### src/rtl/pwm_period_sched.sv
// pwm_period_sched: sequences one PWM channel period by period.
//  - Runs the period counter and the period-start IRQ pulse to the DSP.
//  - Double-buffers the switch-on/off compares: a shadow copy is captured at the load point
//    when the DSP toggles its data-valid bit, and is promoted to the active copy at period wrap.
//  - Owns the IDLE/ARMED/RUN/FAULT state machine; too many stale load points in a row force FAULT.
// Ports:
//  clk, rst           system clock, synchronous active-high reset
//  cfg_en, cfg_arm    enable and arm request from the control word
//  cfg_pol            output polarity, 1 = active-low pin
//  cfg_seq            DSP data-valid toggle bit
//  cfg_on, cfg_off    requested switch-on/off counts
//  pwm_out, irq       PWM pin and period-start interrupt (both registered)
//  cnt, act_on/off    period counter and compares in use, for readback
//  state, miss_cnt    FSM state (IDLE=0 ARMED=1 RUN=2 FAULT=3), consecutive stale load points
module pwm_period_sched #(
  parameter int unsigned CNT_WIDTH  = 16,
  parameter int unsigned PERIOD_CLK = 50000,
  parameter int unsigned IRQ_LEN    = 500,
  parameter int unsigned LOAD_LEAD  = 50,
  parameter int unsigned MISS_MAX   = 2
) (
  input  logic                 clk,
  input  logic                 rst,
  input  logic                 cfg_en,
  input  logic                 cfg_arm,
  input  logic                 cfg_pol,
  input  logic                 cfg_seq,
  input  logic [CNT_WIDTH-1:0] cfg_on,
  input  logic [CNT_WIDTH-1:0] cfg_off,
  output logic                 pwm_out,
  output logic                 irq,
  output logic [CNT_WIDTH-1:0] cnt,
  output logic [CNT_WIDTH-1:0] act_on,
  output logic [CNT_WIDTH-1:0] act_off,
  output logic [1:0]           state,
  output logic [3:0]           miss_cnt
);

  typedef enum logic [1:0] {
    StIdle  = 2'd0,
    StArmed = 2'd1,
    StRun   = 2'd2,
    StFault = 2'd3
  } state_e;

  localparam logic [CNT_WIDTH-1:0] LastCnt = CNT_WIDTH'(PERIOD_CLK - 1);
  localparam logic [CNT_WIDTH-1:0] LoadCnt = CNT_WIDTH'(PERIOD_CLK - LOAD_LEAD);
  localparam logic [CNT_WIDTH-1:0] IrqEnd  = CNT_WIDTH'(IRQ_LEN);
  localparam logic [4:0]           MissMax = 5'(MISS_MAX);

  state_e               state_q, state_d;
  logic [CNT_WIDTH-1:0] cnt_q, cnt_d;
  logic [CNT_WIDTH-1:0] act_on_q, act_on_d, act_off_q, act_off_d;
  logic [CNT_WIDTH-1:0] sh_on_q, sh_on_d, sh_off_q, sh_off_d;
  logic [3:0]           miss_q, miss_d;
  logic                 seq_ref_q, seq_ref_d;
  logic                 pwm_q, pwm_d;
  logic                 irq_q, irq_d;

  logic       load_pt;
  logic       stale;
  logic [4:0] miss_inc;
  logic       in_win;

  assign load_pt  = (state_q == StRun) && (cnt_q == LoadCnt);
  assign stale    = (cfg_seq == seq_ref_q);
  // One bit wider so the threshold compare cannot wrap at miss_q == 15.
  assign miss_inc = {1'b0, miss_q} + 5'd1;

  // Next-state logic; disable overrides everything, including a same-cycle fault trigger.
  always_comb begin
    state_d = state_q;
    if (!cfg_en) begin
      state_d = StIdle;
    end else begin
      unique case (state_q)
        StIdle:  if (cfg_arm) state_d = StArmed;
        StArmed: if (!cfg_arm) state_d = StRun;
        StRun:   if (load_pt && stale && (miss_inc >= MissMax)) state_d = StFault;
        StFault: state_d = StFault;
        default: state_d = StIdle;
      endcase
    end
  end

  // Counter, compare double-buffer and stale tracking.
  always_comb begin
    cnt_d     = '0;
    act_on_d  = act_on_q;
    act_off_d = act_off_q;
    sh_on_d   = sh_on_q;
    sh_off_d  = sh_off_q;
    miss_d    = miss_q;
    seq_ref_d = seq_ref_q;
    if ((state_q == StArmed) && (state_d == StRun)) begin
      act_on_d  = '0;
      act_off_d = '0;
      sh_on_d   = '0;
      sh_off_d  = '0;
      miss_d    = '0;
      seq_ref_d = cfg_seq;
    end else if (state_q == StRun) begin
      if (state_d == StRun) begin
        cnt_d = (cnt_q == LastCnt) ? '0 : cnt_q + CNT_WIDTH'(1);
      end
      if (load_pt) begin
        if (!stale) begin
          sh_on_d   = cfg_on;
          sh_off_d  = cfg_off;
          seq_ref_d = cfg_seq;
          miss_d    = '0;
        end else if (miss_q != 4'hF) begin
          miss_d = miss_q + 4'd1;
        end
      end
      // Promote at the last count so the new compares govern the period from cnt == 0.
      if (cnt_q == LastCnt) begin
        act_on_d  = sh_on_q;
        act_off_d = sh_off_q;
      end
    end
  end

  // on >= off leaves the window empty; off >= PERIOD_CLK keeps it open until wrap.
  assign in_win = (cnt_q >= act_on_q) && (cnt_q < act_off_q);

  always_comb begin
    pwm_d = cfg_pol;
    irq_d = 1'b0;
    if (state_q == StRun) begin
      pwm_d = in_win ^ cfg_pol;
      irq_d = (cnt_q < IrqEnd);
    end
  end

  always_ff @(posedge clk) begin
    if (rst) begin
      state_q   <= StIdle;
      cnt_q     <= '0;
      act_on_q  <= '0;
      act_off_q <= '0;
      sh_on_q   <= '0;
      sh_off_q  <= '0;
      miss_q    <= '0;
      seq_ref_q <= 1'b0;
      pwm_q     <= 1'b0;
      irq_q     <= 1'b0;
    end else begin
      state_q   <= state_d;
      cnt_q     <= cnt_d;
      act_on_q  <= act_on_d;
      act_off_q <= act_off_d;
      sh_on_q   <= sh_on_d;
      sh_off_q  <= sh_off_d;
      miss_q    <= miss_d;
      seq_ref_q <= seq_ref_d;
      pwm_q     <= pwm_d;
      irq_q     <= irq_d;
    end
  end

  assign pwm_out  = pwm_q;
  assign irq      = irq_q;
  assign cnt      = cnt_q;
  assign act_on   = act_on_q;
  assign act_off  = act_off_q;
  assign state    = state_q;
  assign miss_cnt = miss_q;

endmodule

### config.mk
export PLATFORM = sky130hd
export DESIGN_NAME = pwm_period_sched
export DESIGN_NICKNAME = d
export VERILOG_FILES = /design/src/rtl/pwm_period_sched.sv
export SDC_FILE = /design/constraint.sdc
export NUM_CORES = 1
export LEC_CHECK = 0
export ABC_AREA = 1
export CORE_MARGIN = 10
export CORE_UTILIZATION = 46
export CTS_CLUSTER_DIAMETER = 60
export DETAILED_ROUTE_END_ITERATION = 12
export GPL_ROUTABILITY_DRIVEN = 0
export GPL_TIMING_DRIVEN = 1
export PLACE_DENSITY_LB_ADDON = 0.3
export SLEW_MARGIN = 20
export SYNTH_ARGS = -nofsm -noshare
export SYNTH_HDL_FRONTEND = slang
export SYNTH_SLANG_ARGS = --single-unit
### constraint.sdc
create_clock -name clk -period 1.55 [get_ports clk]
set_clock_uncertainty 0.05 [all_clocks]
set_input_delay 0.31 -clock clk [delete_from_list [all_inputs] [get_ports clk]]
set_output_delay 0.31 -clock clk [all_outputs]
set_load 0.05 [all_outputs]
-- After elaboration in Yosys (flattened, before gate mapping)
Cells that the tools add are included.
- logic and storage cells: 58
- output and inout bits: 56
- flip-flop bits (word level): 89
- input bits: 38
- bitwise gates (word level): 4
- equal/unequal tests: 10
- reduce and logical (&&, ||, !) cells: 15
- magnitude comparators: 4
- multiplexer cells: 12
- add/sub/neg operators: 3
- operators with widths (cell ; count):
    $eq A16 B16 Y1 const B ; 2
    $add A16 B1 Y16 const B ; 1
    $ge A16 B16 Y1 ; 1
    $lt A16 B16 Y1 ; 1
    $lt A16 B9 Y1 const B ; 1
    $reduce_and A3 Y1 ; 3
    $mux W2 ; 4
    $mux W4 ; 2
    $pmux W2 S4 ; 1
    $eq A2 B2 Y1 const B ; 3
    $add A4 B1 Y5 const B ; 1
    $ge A5 B2 Y1 const B ; 1
    $logic_and A1 B1 Y1 ; 5
    $mux W1 ; 5
    $reduce_or A5 Y1 ; 1
    $add A4 B1 Y4 const B ; 1
    $ne A2 B1 Y1 const B ; 2
    $ne A4 B4 Y1 const B ; 1
    $reduce_bool A2 Y1 ; 2
    $reduce_or A2 Y1 ; 2
    $not A1 Y1 ; 3
    $eq A2 B1 Y1 const B ; 1
    $logic_not A2 Y1 ; 1
    $reduce_and A2 Y1 ; 1
    other kinds (2) ; 2

-- Longest topological paths before layout
Gate-level depths: netlist of the first run.
- depth after elaboration: 11
- depth in mapped cells: 14
- mapped depth without buffers: 14

-- Worst setup path before layout of the first run
Ideal clock, no wire load.
- kind: register to register
- from: register cnt_q[1] (netlist: cnt[1])
- to: register act_on_q[0] (netlist: act_on[0])
- cell stages (with the launch flop): 8
- path slack: -0.553 ns
- required time: 1.368 ns
- arrival time: 1.921 ns
- library setup time: 0.132 ns
- clock period less this slack: 2.103 ns
- path through: dfxtp_1 ha_1 nand3_1 nor4_2 nand3_2 clkbuf_1 nand2_1 a21oi_1
- word-level cells in the longest chain between the ends: 10
- elaborated cells on any way between the ends: 12
- classes of those cells: eq/ne: 3; mux: 3; reduce/logical: 6
- RTL lines (item ; line ; RTL):
    start: declaration ; 52 ; logic [CNT_WIDTH-1:0] cnt_q, cnt_d;
    start signal: assignment ; 150 ; cnt_q <= cnt_d;
    $eq A16 B16 Y1 ; 65 ; assign load_pt = (state_q == StRun) && (cnt_q == LoadCnt);
    $logic_and A1 B1 Y1 ; 65 ;
    $logic_and A1 B1 Y1 (2 in series) ; 79 ; StRun: if (load_pt && stale && (miss_inc >= MissMax)) state_d = StFault;
    $mux W2 ; 79 ;
    $pmux W2 S4 ; 76 ; unique case (state_q)
    $mux W2 ; 73 ; if (!cfg_en) begin
    $eq A2 B2 Y1 ; 95 ; if ((state_q == StArmed) && (state_d == StRun)) begin
    $logic_and A1 B1 Y1 ; 95 ;
    $reduce_or A2 Y1 (no source line) ; n/a ;
    end signal: assignment ; 151 ; act_on_q <= act_on_d;
    end: declaration ; 53 ; logic [CNT_WIDTH-1:0] act_on_q, act_on_d, act_off_q, act_off_d;
Parallel ways exist; a longest one is shown, timed or not.
A chain may end at the register's enable or synchronous reset.

-- Final worst setup path of the first run
- from: register cnt_q[0] (netlist: cnt[0])
- to: register act_off_q[14] (netlist: act_off[14])
- word-level cells in the longest chain between the ends: 10
- elaborated cells on any way between the ends: 12
- classes of those cells: eq/ne: 3; mux: 3; reduce/logical: 6
- RTL lines (item ; line ; RTL):
    $eq A16 B16 Y1 ; 65 ;
    $logic_and A1 B1 Y1 ; 65 ;
    $logic_and A1 B1 Y1 (2 in series) ; 79 ;
    $mux W2 ; 79 ;
    $pmux W2 S4 ; 76 ;
    $mux W2 ; 73 ;
    $eq A2 B2 Y1 ; 95 ;
    $logic_and A1 B1 Y1 ; 95 ;
    $reduce_or A2 Y1 (no source line) ; n/a ;
    end signal: assignment ; 152 ; act_off_q <= act_off_d;
    end: declaration ; 53 ;
Parallel ways exist; a longest one is shown, timed or not.

==> results of run 1 <==
## sequential cells by signal (all words and copies together) (netlist names)
register,flops
act_on,16
act_off,16
irq,1
sh_on_q,16
miss_cnt,4
cnt,16
state,2
sh_off_q,16
pwm_out,1
seq_ref_q,1
## logic make-up after synthesis
family | after synthesis | synth area share, %
xor gates and xnor gates | 16 | 3.40
adders and majority gates | 35 | 10.1
buffers and inverters | 89 | 8.58
DFF | 89 | 41.0
and+or+nand+nor | 281 | 26.4
AOI/OAI and AO/OA | 90 | 10.5
## layout make-up
type	instances	share of cell area [%]
sequential	89	24.5
timing repair buffer	206	32.4
clock buffer	12	2.29
clock inverter	4	0.389
multi-input combinational	423	34.8
tap	129	2.09
inverter	69	3.52
## timing repair
action / in CTS / in global routing
hold buffers: 0 / 0
gates resized for setup: 40 / 84
setup buffers: 10 / 4
setup endpoints to repair: 85 / 89
pin swaps: 11 / 35
gates cloned: 4 / 1
## path summary, 6_finish.rpt
path	from	endpoint	slack, ns	depth (start not counted)
setup / recovery	cnt[0]$_SDFF_PP0_	act_off[14]$_SDFFE_PP0P_	-0.32	9
hold / removal	sh_off_q[12]$_SDFFE_PP0P_	act_off[12]$_SDFFE_PP0P_	0.41	2
setup reg to reg	cnt[0]$_SDFF_PP0_	act_off[14]$_SDFFE_PP0P_	-0.32	9
hold reg to reg	sh_off_q[12]$_SDFFE_PP0P_	act_off[12]$_SDFFE_PP0P_	0.41	2
## report_power, final
| part | leakage (nW) | switching, W | total (W) | internal, W |
|---|---|---|---|---|
| Clock | 0.109 | 0.000896 | 0.00168 | 0.000780 |
| Combinational | 2.18 | 0.0000989 | 0.000223 | 0.000124 |
| Sequential | 0.749 | 0.00000300 | 0.00226 | 0.00226 |
## worst min-delay path: cells and delay by family (launching register included)
kind / cells / cell delay (ns)
DFF: 1 / 0.32
AOI/OAI and AO/OA: 1 / 0.05
and+or+nand+nor: 1 / 0.06
## layer usage
metal / up-vias / global-route usage [%]
met4: 0 / 10.2
met3: 88 / 4.89
li1: 2304 / -
met1: 2382 / 23.8
met5: - / 0
met2: 287 / 40.9
## cell usage in the layout (no fill, tap or decap), types with 13 or more instances in the layout
cell / count
a21oi_1: 62
a21oi_2: 20
buf_12: 61
buf_4: 97
clkdlybuf4s50_1: 37
dfxtp_1: 37
dfxtp_2: 35
dfxtp_4: 17
ha_1: 25
inv_1: 57
nand2_1: 172
nand2_2: 17
nor2_1: 32
nor2_2: 13
## stage by stage
stage	utilization (%)	power, W
5_1_grt	83.4	0.00426
6_report	83.4	0.00416
3_5_place_dp	74.0	0.00252
2_1_floorplan	-	0.00238
4_1_cts	79.5	0.00412
3_3_place_gp	74.0	0.00251
==> flow_summary.rst, run 1 <==
.. list-table::
   :header-rows: 1

   * - Metric
     - Value
   * - Filler cell count in the final layout
     - around 450
   * - Average wire length per cell after detail routing
     - ~19 um
   * - Most frequently used cell type in the post-synthesis netlist
     - nand2_1
   * - Post-placement setup slack
     - -0.334 ns
   * - Static Leak
     - 3.03 nW
   * - Yosys top cell by area
     - dfxtp_1
   * - Required time worst endpoint
     - about 1.8 ns
   * - Combined area of the multi-input logic cells
     - between 0.002 and 0.003 mm2
   * - WL met2
     - around 9100 um
   * - Placeable core area
     - slightly above 0.009 mm2
   * - Latest clock arrival within the worst-skew pair
     - 0.38 ns
   * - Worst setup EP type
     - flip-flop
   * - Kind of critical path
     - reg -> reg
   * - Unrepaired setup endpoints after global routing
     - yes
   * - Fmax
     - ~530 MHz
   * - Max-capacitance violation count
     - 0
   * - Crit-path max cell delay
     - 0.40 ns
   * - Number of buffer cells added on primary ports
     - 93
   * - Number of buffers on the longest clock path
     - 2
   * - Metal1 wirelength
     - between 6000 and 7000 um
   * - Startpoint class of the critical path
     - flip-flop
   * - Worst path top cell family by delay
     - simple AND/OR/NAND/NOR gates
   * - CTS tree
     - done
   * - Die height
     - 117 um
   * - Total Die Area
     - between 0.01 and 0.015 mm2
   * - Pwr/cell area
     - 540 mW/mm2
   * - Diode count
     - 0
   * - Post-DRT Antenna Nets
     - 0
   * - Final std cell area, no fill
     - 0.00771 mm2
   * - Total instance count after detailed placement
     - 900
   * - Antenna violations before repair
     - 0
   * - Wirelength, routed
     - roughly 18000 um
   * - Final max-slew violation count
     - 0
   * - Worst-case setup margin in the final layout
     - -0.324 ns
   * - Number of buffers inserted during clock tree synthesis
     - 9
   * - HPWL after detailed placement
     - slightly below 10000 um
   * - Number of iterations in the first detailed-routing pass
     - 5
   * - Std cell rows
     - 35
   * - Gr ovfl total
     - 0
   * - Overall routing resource usage
     - 22.3%
   * - Top_reg_cell synth
     - dfxtp_1
   * - Detailed Route Iter0 Violations
     - approximately 370
   * - Maximum level of the CTS H-tree
     - 3
   * - Failing checks
     - negative setup slack
   * - Normalized max-slew margin
     - a little under three quarters
   * - Number of vias in the routed layout
     - about 5100
   * - Initial cell density of the core
     - 47.0%
   * - Top Ports
     - 94
   * - Worst Tran Pin Value
     - 0.431 ns
   * - Final hold violation count
     - 0
   * - Net count after synthesis
     - ~670
   * - Area of the mapped netlist
     - between 0.004 and 0.005 mm2
   * - Count of distinct cell types in the synthesized netlist
     - 29
   * - Count of mapped cells out of synthesis
     - 600
   * - Worst Path Arrival
     - 2.10 ns
   * - Run status
     - finished with violations
   * - Number of global-route vias before repair
     - 5070
   * - Top area cells in the synthesized netlist
     - dfxtp_1 (41%), nand2_1 (17%), ha_1 (10%), a21oi_1 (9.6%), inv_1 (5.7%)
   * - Final worst-path cycle share
     - 121%
   * - Smallest hold slack
     - between 0.4 and 0.5 ns
   * - YS warnings
     - 0
   * - Maximum number of pins on one net before global-route repair
     - 69
   * - Worst VDD drop
     - 549 uV
   * - Mean cell area of the mapped netlist
     - 7.24 um2
   * - Area fraction of the dominant cell type after synthesis
     - 41.0%
   * - Maximum fanout encountered on the critical timing path
     - 6
   * - Min cycle time layout
     - around 1.9 ns
   * - DRC violation count after routing
     - 0
   * - Number of clock sinks
     - 89
   * - Critical path, cell by cell
     - buf_6, ha_4, nand3_4, nor4_4, nand3_2, clkinv_4, buf_12, nand2_1, a21oi_1
   * - Met3 wire len
     - 1310 um
   * - Slowest-stage cell, CP
     - dfxtp_4
   * - Final Instance Count excl. Fillers
     - 932
   * - Buffer type at the clock tree root
     - clkbuf_8
   * - Top sig layer
     - met4
   * - Fraction of layout instances using a drive strength above 1
     - 42.5%
   * - Die X
     - 117 um
   * - Number of enable-type register cells in the synthesized netlist
     - 0
   * - Wire length of the first global-routing pass
     - ~24000 um
   * - Number of nets in the final layout
     - about 870
   * - DR vias/cell
     - approximately 5.4
   * - Worst Path Buf+Inv
     - 3
   * - FF+latch count, synth
     - 89
   * - Final count of negative-setup-slack endpoints
     - 88
   * - Synth-to-layout area growth
     - 77.5%
   * - Register area share after synthesis
     - 41.0%
   * - Proportion of synthesized flip-flops having asynchronous set or reset
     - 0%
   * - Class of the tightest hold or removal check
     - reg -> reg
   * - Setup total negative slack
     - -17.37 ns
   * - Clock slew seen by the registers of the worst setup and hold paths
     - approximately 0.11 ns
   * - Area of placed instances
     - about 0.0068 mm2
   * - Top cell types by occurrence after synthesis
     - nand2_1 (193), dfxtp_1 (89), a21oi_1 (83), inv_1 (66), nor2_1 (51)
   * - Sequential cell area in the final layout
     - 0.00189 mm2
(Power assumes the default switching activity.)
==> run 2: changes to the inputs <==
--- a/config.mk
+++ b/config.mk
@@ -9,8 +9,8 @@
 export CORE_MARGIN = 10
 export CORE_UTILIZATION = 46
 export CTS_CLUSTER_DIAMETER = 60
+export CTS_CLUSTER_SIZE = 10
 export DETAILED_ROUTE_END_ITERATION = 12
-export GPL_ROUTABILITY_DRIVEN = 0
 export GPL_TIMING_DRIVEN = 1
 export PLACE_DENSITY_LB_ADDON = 0.3
 export SLEW_MARGIN = 20
==> run 2 against run 1 <==
The flow still finishes with violations (negative setup slack). Via count decreased by 5.5%. Cell count decreased by 0.97%. Maximum frequency increased by 3.9%. Setup slack improved by 0.070 ns. Sequential power about the same. Combinational power about the same. Final area decreased by 3.0%. Critical path type unchanged. Largest cell class unchanged. Largest power group unchanged.
==> flow_summary.rst, run 2 (synthesis results as in run 1) <==
.. list-table::
   :header-rows: 1

   * - Metric
     - Value
   * - Run status
     - finished with violations
   * - Failing checks
     - negative setup slack
   * - Pwr/cell area
     - 563 mW/mm2
   * - Placeable core area
     - 0.00924 mm2
   * - Die X
     - roughly 120 um
   * - Final max-slew violation count
     - 0
   * - Synth-to-layout area growth
     - 72.1%
   * - Top Ports
     - between 90 and 100
   * - DRC violation count after routing
     - 0
   * - Initial cell density of the core
     - between 40% and 50%
   * - Latest clock arrival within the worst-skew pair
     - 0.36 ns
   * - Required time worst endpoint
     - around 1.8 ns
   * - Number of buffers on the longest clock path
     - 2
   * - Logic gate share of total power
     - 5.3%
   * - Worst Tran Pin Value
     - 0.444 ns
   * - Class of the tightest hold or removal check
     - reg -> reg
   * - Wire length of the first global-routing pass
     - ~22000 um
   * - Number of global-route vias before repair
     - 4697
   * - Final core area utilization
     - just over 80%
   * - Diode count
     - 0
   * - Maximum fanout encountered on the critical timing path
     - 11
   * - Number of buffers inserted during clock tree synthesis
     - 9
   * - Routability congestion estimate
     - just under 0.9
   * - Std cell rows
     - 35
   * - Maximum level of the CTS H-tree
     - 3
   * - Hold buffer count at CTS
     - 0
   * - Area of placed instances
     - about 0.007 mm2
   * - Number of iterations in the first detailed-routing pass
     - 6
   * - Unrepaired setup endpoints after global routing
     - yes
   * - Max-capacitance violation count
     - 0
   * - Net Switching
     - 0.000974 W
   * - Final count of negative-setup-slack endpoints
     - 86
   * - Clock slew seen by the registers of the worst setup and hold paths
     - 0.09 ns
   * - Worst Path Arrival
     - ~2.0 ns
   * - Normalized max-slew margin
     - 70.3%
   * - Maximum number of pins on one net before global-route repair
     - 69
   * - Min cycle time layout
     - 1.80 ns
   * - Worst setup EP type
     - flip-flop
   * - CTS tree
     - done
   * - Startpoint class of the critical path
     - flip-flop
   * - Final hold violation count
     - 0
   * - Buffer type at the clock tree root
     - clkbuf_8
   * - Total Die Area
     - roughly 0.014 mm2
   * - Worst-case setup margin in the final layout
     - -0.254 ns
   * - Static Leak
     - 3.06 nW
   * - Post-placement setup slack
     - -0.393 ns
   * - Worst VDD drop
     - 414 uV
   * - Smallest hold slack
     - roughly 0.42 ns
   * - Kind of critical path
     - reg -> reg
   * - Most common cell after layout, fill and taps aside
     - nand2_1
   * - Cell internal power dissipation
     - 0.00324 W
   * - Post-DRT Antenna Nets
     - 0
   * - Fmax
     - ~550 MHz
   * - Average wire length per cell after detail routing
     - about 16 um
   * - Detailed Route Iter0 Violations
     - slightly below 300
   * - Number of clock sinks
     - roughly 90
   * - Commonest cells after routing, fill and taps aside
     - nand2_1 (176), buf_4 (96), buf_12 (61), inv_1 (60), a21oi_1 (46)
   * - Fraction of layout instances using a drive strength above 1
     - roughly two fifths
   * - Power after layout
     - 0.00421 W
   * - Number of vias in the routed layout
     - 4783
   * - Number of buffer cells added on primary ports
     - between 90 and 100
   * - Share of total power consumed by net switching
     - between 20 and 25%
   * - Final std cell area, no fill
     - 0.00748 mm2
   * - Power share of the sequential group
     - around 54%
   * - Clock group share of total power
     - 41.0%
   * - Antenna violations before repair
     - 0
   * - Gr ovfl total
     - 0
   * - Final worst-path cycle share
     - 116%
   * - Number of nets in the final layout
     - 862
   * - HPWL after detailed placement
     - about 10000 um
   * - DR vias/cell
     - between 5 and 6
   * - Wirelength, routed
     - roughly 15000 um
   * - Overall routing resource usage
     - between 15 and 20%
   * - Die height
     - around 120 um
-- run 2: changes by cell type in the layout (fill, tap and decap cells not counted), sizes merged --
cell | before | now
buf | 168 | 158
bufinv | 0 | 1
-- run 2: power groups by stage --
stage / clock network (W) / logic [W] / registers (W)
global placement: 0 / 0.000198 / 0.00232
detailed placement: 0 / 0.000202 / 0.00232
CTS: 0.00174 / 0.000209 / 0.00226
finish: 0.00173 / 0.000222 / 0.00226
global route: 0.00182 / 0.000235 / 0.00226
floorplan: 0 / 0.0000482 / 0.00233
-- run 2: worst paths after layout --
check / start / to / slack [ns] / depth (start not counted)
setup / recovery: cnt[6]$_SDFF_PP0_ / act_on[3]$_SDFFE_PP0P_ / -0.25 / 8
hold / removal: sh_off_q[12]$_SDFFE_PP0P_ / act_off[12]$_SDFFE_PP0P_ / 0.42 / 2
setup reg to reg: cnt[6]$_SDFF_PP0_ / act_on[3]$_SDFFE_PP0P_ / -0.25 / 8
hold reg to reg: sh_off_q[12]$_SDFFE_PP0P_ / act_off[12]$_SDFFE_PP0P_ / 0.42 / 2
-- run 2: what timing repair did --
item,CTS,global route
resized for setup,15,75
pin swaps,2,14
setup endpoints to repair,85,89
gates cloned,1,2
setup buffers,4,4
-- run 2: layout make-up --
class	instances	area, um2
fillers	538	1760
multi-input cells	423	2570
flip-flops and latches	89	1890
well taps	129	161
clock inverters	5	58.8
clock buffers	11	153
repair buffers	197	2380
inverters	69	272
-- run 2: metal layers --
layer | GRT usage (%) | routed length [um] | vias up
met4 | 9.14 | 566 | 0
met3 | 4.74 | 908 | 55
met5 | 0 | 0 | -
met2 | 36.4 | 7950 | 185
met1 | 21.0 | 5640 | 2257
li1 | - | - | 2286
-- run 2: through the flow --
stage	instances	TNS [ns]
final	923	-11.42
after global routing	923	-19.87
after CTS	918	-9.56
after detailed placement	897	-19.33
after global placement	897	-15.60
after floorplan	600	-3.87
-- run 2: critical path: stages, from the launching register on --
cell       delay, ns
dfxtp_4         0.40
inv_2           0.04
or2_4           0.24
nor4_4          0.32
nand3_4         0.16
clkinv_4        0.12
clkbuf_16       0.16
nand2_1         0.07
a21oi_2         0.15
